$ cat src/rtl/contador_bcd_multiplex_pkg.sv
// rtl/contador_bcd_multiplex_pkg.sv - shared BCD width, 7-segment patterns and decoder
package contador_pkg;

    localparam int BCD_W = 4;

    // Active-high {g,f,e,d,c,b,a}; element n is the glyph for digit n
    localparam logic [6:0] SEG_BLANK = 7'h00;
    localparam logic [9:0][6:0] SEG_DIGITS = {
        7'h6F, 7'h7F, 7'h07, 7'h7D, 7'h6D, 7'h66, 7'h4F, 7'h5B, 7'h06, 7'h3F
    };

    function automatic logic [6:0] seg_decode(input logic [BCD_W-1:0] nibble);
        if (nibble > 4'd9) return SEG_BLANK;
        return SEG_DIGITS[nibble];
    endfunction

endpackage

$ cat src/rtl/contador_bcd_multiplex_if.sv
// rtl/contador_bcd_multiplex_if.sv - control inputs and count/display outputs of the counter
interface contador_bcd_multiplex_if #(
    parameter int DIGITS = 4
);
    import contador_pkg::*;

    logic                      load_in;
    logic [BCD_W*DIGITS-1:0]   d_in;
    logic                      counter_enable_in;
    logic                      count_up_in;
    logic                      out_enable_in;
    logic [BCD_W*DIGITS-1:0]   bcd_out;
    logic                      terminal_count_out;
    logic [6:0]                sseg_out;
    logic [DIGITS-1:0]         digit_enable;

    modport master (
        output load_in, d_in, counter_enable_in, count_up_in, out_enable_in,
        input  bcd_out, terminal_count_out, sseg_out, digit_enable
    );

    modport slave (
        input  load_in, d_in, counter_enable_in, count_up_in, out_enable_in,
        output bcd_out, terminal_count_out, sseg_out, digit_enable
    );

endinterface

$ cat src/rtl/contador_bcd_multiplex_bcd_decade.sv
// rtl/contador_bcd_multiplex_bcd_decade.sv - one decimal decade with load, up/down and carry/borrow
module bcd_decade
    import contador_pkg::*;
(
    input  logic             clk,
    input  logic             rst,
    input  logic             load,
    input  logic             count_up,
    input  logic [BCD_W-1:0] d,
    input  logic             cin,
    output logic [BCD_W-1:0] q,
    output logic             cout
);

    logic at_limit;

    // cin doubles as the step enable: decade 0 gets the count enable, others the chain
    assign at_limit = count_up ? (q == 4'd9) : (q == 4'd0);
    assign cout     = cin && at_limit;

    always_ff @(posedge clk) begin
        if (!rst) begin
            q <= '0;
        end else if (load) begin
            q <= (d > 4'd9) ? '0 : d;
        end else if (cin) begin
            if (at_limit) q <= count_up ? 4'd0 : 4'd9;
            else          q <= count_up ? q + 4'd1 : q - 4'd1;
        end
    end

endmodule

$ cat src/rtl/contador_bcd_multiplex.sv
// rtl/contador_bcd_multiplex.sv - N-decade BCD up/down counter with multiplexed 7-segment scan
module contador_bcd_multiplex
    import contador_pkg::*;
#(
    parameter int DIGITS     = 4,
    parameter int SCAN_DIV   = 50000,
    parameter int BLANK_LZ   = 1,
    parameter int ACTIVE_LOW = 1
) (
    input  logic                      clk,
    input  logic                      rst,
    contador_bcd_multiplex_if.slave   bus
);

    localparam int PW = $clog2(SCAN_DIV);
    localparam int IW = (DIGITS > 1) ? $clog2(DIGITS) : 1;
    localparam logic [PW-1:0]     PRESC_LAST = PW'(SCAN_DIV - 1);
    localparam logic [IW-1:0]     IDX_LAST   = IW'(DIGITS - 1);
    localparam logic [6:0]        SEG_INV    = (ACTIVE_LOW != 0) ? 7'h7F : 7'h00;
    localparam logic [DIGITS-1:0] EN_INV     = {DIGITS{ACTIVE_LOW != 0}};

    logic [DIGITS:0]         carry;
    logic [BCD_W*DIGITS-1:0] bcd;
    logic                    tc_q;
    logic [PW-1:0]           presc;
    logic [IW-1:0]           idx;
    logic [BCD_W-1:0]        sel;
    logic                    lz_blank;
    logic                    all_zero;
    logic [6:0]              seg_n;
    logic [DIGITS-1:0]       en_n;
    logic [6:0]              sseg_q;
    logic [DIGITS-1:0]       en_q;

    assign carry[0] = bus.counter_enable_in;

    for (genvar i = 0; i < DIGITS; i++) begin : g_decade
        bcd_decade u_decade (
            .clk      (clk),
            .rst      (rst),
            .load     (bus.load_in),
            .count_up (bus.count_up_in),
            .d        (bus.d_in[i*BCD_W +: BCD_W]),
            .cin      (carry[i]),
            .q        (bcd[i*BCD_W +: BCD_W]),
            .cout     (carry[i+1])
        );
    end

    // A carry out of the top decade is a full wrap; a load on the same edge overrides it
    always_ff @(posedge clk) begin
        if (!rst) tc_q <= 1'b0;
        else      tc_q <= carry[DIGITS] && !bus.load_in;
    end

    always_ff @(posedge clk) begin
        if (!rst) begin
            presc <= '0;
            idx   <= '0;
        end else if (presc == PRESC_LAST) begin
            presc <= '0;
            idx   <= (idx == IDX_LAST) ? '0 : idx + 1'b1;
        end else begin
            presc <= presc + 1'b1;
        end
    end

    // Walk from the top decade down so all_zero covers the selected decade and everything above it
    always_comb begin
        sel      = '0;
        lz_blank = 1'b0;
        all_zero = 1'b1;
        for (int i = DIGITS - 1; i >= 0; i--) begin
            all_zero = all_zero && (bcd[i*BCD_W +: BCD_W] == '0);
            if (IW'(i) == idx) begin
                sel      = bcd[i*BCD_W +: BCD_W];
                lz_blank = (i != 0) && all_zero;
            end
        end
    end

    always_comb begin
        seg_n = SEG_BLANK;
        en_n  = '0;
        if (bus.out_enable_in) begin
            seg_n = ((BLANK_LZ != 0) && lz_blank) ? SEG_BLANK : seg_decode(sel);
            for (int i = 0; i < DIGITS; i++) en_n[i] = (IW'(i) == idx);
        end
    end

    always_ff @(posedge clk) begin
        if (!rst) begin
            sseg_q <= SEG_INV;
            en_q   <= EN_INV;
        end else begin
            sseg_q <= seg_n ^ SEG_INV;
            en_q   <= en_n ^ EN_INV;
        end
    end

    assign bus.bcd_out            = bcd;
    assign bus.terminal_count_out = tc_q;
    assign bus.sseg_out           = sseg_q;
    assign bus.digit_enable       = en_q;

endmodule

$ cat src/flat_wrapper.sv
// flat-port wrapper written by rule: the top's interface ports become plain ports
module contador_bcd_multiplex_flat import contador_pkg::*;
#(
    parameter int DIGITS     = 4,
    parameter int SCAN_DIV   = 50000,
    parameter int BLANK_LZ   = 1,
    parameter int ACTIVE_LOW = 1
)
  (clk, rst, bus_load_in, bus_d_in, bus_counter_enable_in, bus_count_up_in, bus_out_enable_in, bus_bcd_out, bus_terminal_count_out, bus_sseg_out, bus_digit_enable);
  contador_bcd_multiplex_if #(.DIGITS(DIGITS)) bus_i ();
  input  logic clk;
  input  logic rst;
  input wire logic [$bits(bus_i.load_in)-1:0] bus_load_in;
  input wire logic [$bits(bus_i.d_in)-1:0] bus_d_in;
  input wire logic [$bits(bus_i.counter_enable_in)-1:0] bus_counter_enable_in;
  input wire logic [$bits(bus_i.count_up_in)-1:0] bus_count_up_in;
  input wire logic [$bits(bus_i.out_enable_in)-1:0] bus_out_enable_in;
  output wire logic [$bits(bus_i.bcd_out)-1:0] bus_bcd_out;
  output wire logic [$bits(bus_i.terminal_count_out)-1:0] bus_terminal_count_out;
  output wire logic [$bits(bus_i.sseg_out)-1:0] bus_sseg_out;
  output wire logic [$bits(bus_i.digit_enable)-1:0] bus_digit_enable;
  assign bus_i.load_in = bus_load_in;
  assign bus_i.d_in = bus_d_in;
  assign bus_i.counter_enable_in = bus_counter_enable_in;
  assign bus_i.count_up_in = bus_count_up_in;
  assign bus_i.out_enable_in = bus_out_enable_in;
  assign bus_bcd_out = bus_i.bcd_out;
  assign bus_terminal_count_out = bus_i.terminal_count_out;
  assign bus_sseg_out = bus_i.sseg_out;
  assign bus_digit_enable = bus_i.digit_enable;
  contador_bcd_multiplex #(.DIGITS(DIGITS), .SCAN_DIV(SCAN_DIV), .BLANK_LZ(BLANK_LZ), .ACTIVE_LOW(ACTIVE_LOW)) u_core (.clk(clk), .rst(rst), .bus(bus_i));
endmodule
$ cat config.mk
export PLATFORM = sky130hd
export DESIGN_NAME = contador_bcd_multiplex_flat
export DESIGN_NICKNAME = d
export VERILOG_FILES = /design/src/rtl/contador_bcd_multiplex_pkg.sv /design/src/rtl/contador_bcd_multiplex_if.sv /design/src/rtl/contador_bcd_multiplex_bcd_decade.sv /design/src/rtl/contador_bcd_multiplex.sv /design/src/flat_wrapper.sv
export SDC_FILE = /design/constraint.sdc
export NUM_CORES = 1
export LEC_CHECK = 0
export BUFFER_PORTS_ARGS = -buffer_cell sky130_fd_sc_hd__buf_2
export CAP_MARGIN = 5
export CORE_MARGIN = 3
export CORE_UTILIZATION = 57
export DETAILED_ROUTE_END_ITERATION = 8
export PLACE_DENSITY = 0.81
export SLEW_MARGIN = 20
export SYNTH_ARGS = -nofsm -noshare
export SYNTH_HDL_FRONTEND = slang
export SYNTH_SLANG_ARGS = --single-unit
$ cat constraint.sdc
create_clock -name clk -period 2.6 [get_ports clk]
set_input_delay 0.13 -clock clk [delete_from_list [all_inputs] [get_ports clk]]
set_output_delay 0.13 -clock clk [all_outputs]
set_load 0.02 [all_outputs]
==> results.cfg <==
[setup_path]
arrival_ps = 2610
cp_top_family = compound AO/OA/AOI/OAI gates
critPathMaxStageDelay_ps = 400
r2r_cells = 9
cp_max_fo = 14
worstPathCellList = inv_1, ha_1, nor2b_1, a211o_1, inv_1, ha_1, a21oi_2, a211o_1, a21bo_2
cp_slowest_cell = dfxtp_1
cp-start-kind = register
cp-end-kind = register
crit_type = register to register
crit_buf_inv = 2
cp.depth = 9
crit_required_ps = 2810

[yosys]
synth_seq_cells = 46
synth_edf_count = 0
synth_nets = 388
netlist_instances = 346
synth_seq_area_share_pct = 31.2
synthTopCellsByCount = dfxtp_1, nor2_1, nand2_1
synth_area_leader_cell = dfxtp_1
synth_top_area_share_pct = 31.2
ys.flop_type = dfxtp_1
ys_types = 64
ys_async_sr_fraction_pct = 0
syn_area_sq_um = 2950
yosysWarnings = 0
postSynthAreaPerCell_sq_um = 8.52
synth.most_common_cell = dfxtp_1
ys_top_cells_by_area = dfxtp_1, ha_1, nor2_1

[cells_and_area]
nFillCells = 410
final_cell_count_no_fill = 457
num_antenna_cells = 0
area_delta_synth_final_pct = 12.0
drive_above_1_share_pct = 20.5
final_core_util_pct = 68.1
fin_nets = 431

[placement]
dpl.hpwl_microns = 4880
dp.cells = 449
gp_congestion = 0.853
io_buffers = 49

[detailed_routing]
drt_wl_total_microns = 6590
wl_per_cell_microns = 14.4
via_count = 2672
first_iter_violations = 192
drtPass1Iterations = 5
viasPerCell = 5.85
drcViolationCount = 0
ant_nets = 0

[timing]
slew_headroom_pct = 57.6
setup-tns-final_ps = 0
hold_viol = 0
setup_violations = 0
rsz0062_at_grt = false
holdWs_ps = 39.1
layout_min_cycle_time_ps = 2400
skew_ps = 8.61
slew_violations = 0
fin_crit_sh_pct = 92.5
tightest_slew_ps = 633
max_freq_mhz = 416

[power_and_ir_drop]
switching_share_pct = 32.0
clkPwrFrac_pct = 28.5
p_leak_nw = 1.37
internal_power_mw = 1.08
p_total_mw = 1.59
ir_drop_mv = 0.268
power.share.combinational_pct = 22.0
p_switching_mw = 0.507
powerDensity_nw_per_um2 = 480
seqPwrFrac_pct = 49.5

[floorplanning]
core_sq_um = 4850
design.die.area_sq_um = 6070
rows = 25
die-height_microns = 77.9
initial_core_util_pct = 60.8
chipWidth_microns = 77.9
boundaryPins = 50

[global_routing]
grt_max_degree = 23
grt_pass1_wl_microns = 11100
grt_pass1_vias = 2381
antenna_found_initial = 0
grt_usage_pct = 22.2
grt_overflow_total = 0

[worst_hold_path]
hold_depth = 2
hp-class = input port to register

[cts]
path_clk_slew_ps = 90
cts_setup_buffers = 0
clockBufferDepth = 2
cts-resized-gates = 0
cts_max_level = 2
clock_tree.root_cell = clkbuf_8
numCtsBuffers = 5
clock_latency_ps = 300
cts_sinks = 46
ctsHoldBuffers = 0
cts_tree = built

[flow_run]
maxCapViolations = 0

[run_status]
status = completed
## routing by layer
layer | vias to the layer above | GRT usage [%] | part of all wire [%]
met2 | 67 | 36.9 | 48
li1 | 1335 | - | -
met1 | 1262 | 28.9 | 45
met3 | 8 | 4.29 | 5.2
met4 | 0 | 7.52 | 1.4
met5 | - | 0 | 0
## logic make-up after synthesis
group           count (synthesis)  synth area share [%]
buf+inv                        30                  5.26
fa+ha+maj                      20                  9.50
flops                          46                  31.2
mux                             6                  2.12
xor+xnor                       22                  6.53
simple gates                  143                  25.8
compound gates                 79                  19.6
## registers in the layout, summed over array words and instances, names as in the netlist
| register | count |
|---|---|
| u_core.idx | 2 |
| u_core.bus.terminal_count_out | 1 |
| u_core.bus.digit_enable | 4 |
| u_core.g_decade.u_decade.q | 16 |
| u_core.bus.sseg_out | 7 |
| u_core.presc | 16 |
## cells in the final DEF, fill, tap and decap left out, drive strengths merged, types with 4 or more instances in the layout
cell / count
nand4: 5
a21oi: 15
mux2i: 4
dfxtp: 46
nor2: 38
a21o: 4
a211o: 5
xor2: 10
nand3b: 7
nor3: 11
fa: 4
o21ai: 14
ha: 16
nand3: 15
clkbuf: 5
and3: 7
xnor2: 12
inv: 12
nand2: 25
a211oi: 14
buf: 54
nor2b: 7
or3: 8
nor3b: 7
## power groups by stage
stage	clock network (mW)	registers [mW]	logic, mW
floorplan	0	0.816	0.226
global placement	0	0.799	0.335
detailed placement	0	0.801	0.345
CTS	0.467	0.785	0.347
global route	0.486	0.792	0.386
finish	0.452	0.785	0.348
## worst paths after layout
| path | from | endpoint | slack, ps |
|---|---|---|---|
| setup / recovery | u_core.idx[0] | u_core.bus.sseg_out[4] | 200 |
| hold reg to reg | u_core.presc[0] | u_core.presc[0] | 480 |
| setup reg to reg | u_core.idx[0] | u_core.bus.sseg_out[4] | 200 |
| hold / removal | bus_out_enable_in | u_core.bus.digit_enable[3] | 40 |
## final cells by class
type                       count  area (sq um)  share of cell area (%)
clock inverter                 3          23.8                   0.720
multi-input combinational    270          1880                    56.8
inverter                      12          45.0                    1.36
timing repair buffer          54           283                    8.56
clock buffer                   5          68.8                    2.08
tap                           67          83.8                    2.54
sequential                    46           921                    27.9
## metrics by stage
stage / instance area (sq um) / setup WS [ps]
after floorplan: 2950 / 298
after global placement: 3210 / 315
after detailed placement: 3210 / 220
after CTS: 3300 / 181
after global routing: 3300 / 61.6
final: 3300 / 195
Power figures use the tool's default switching activity.
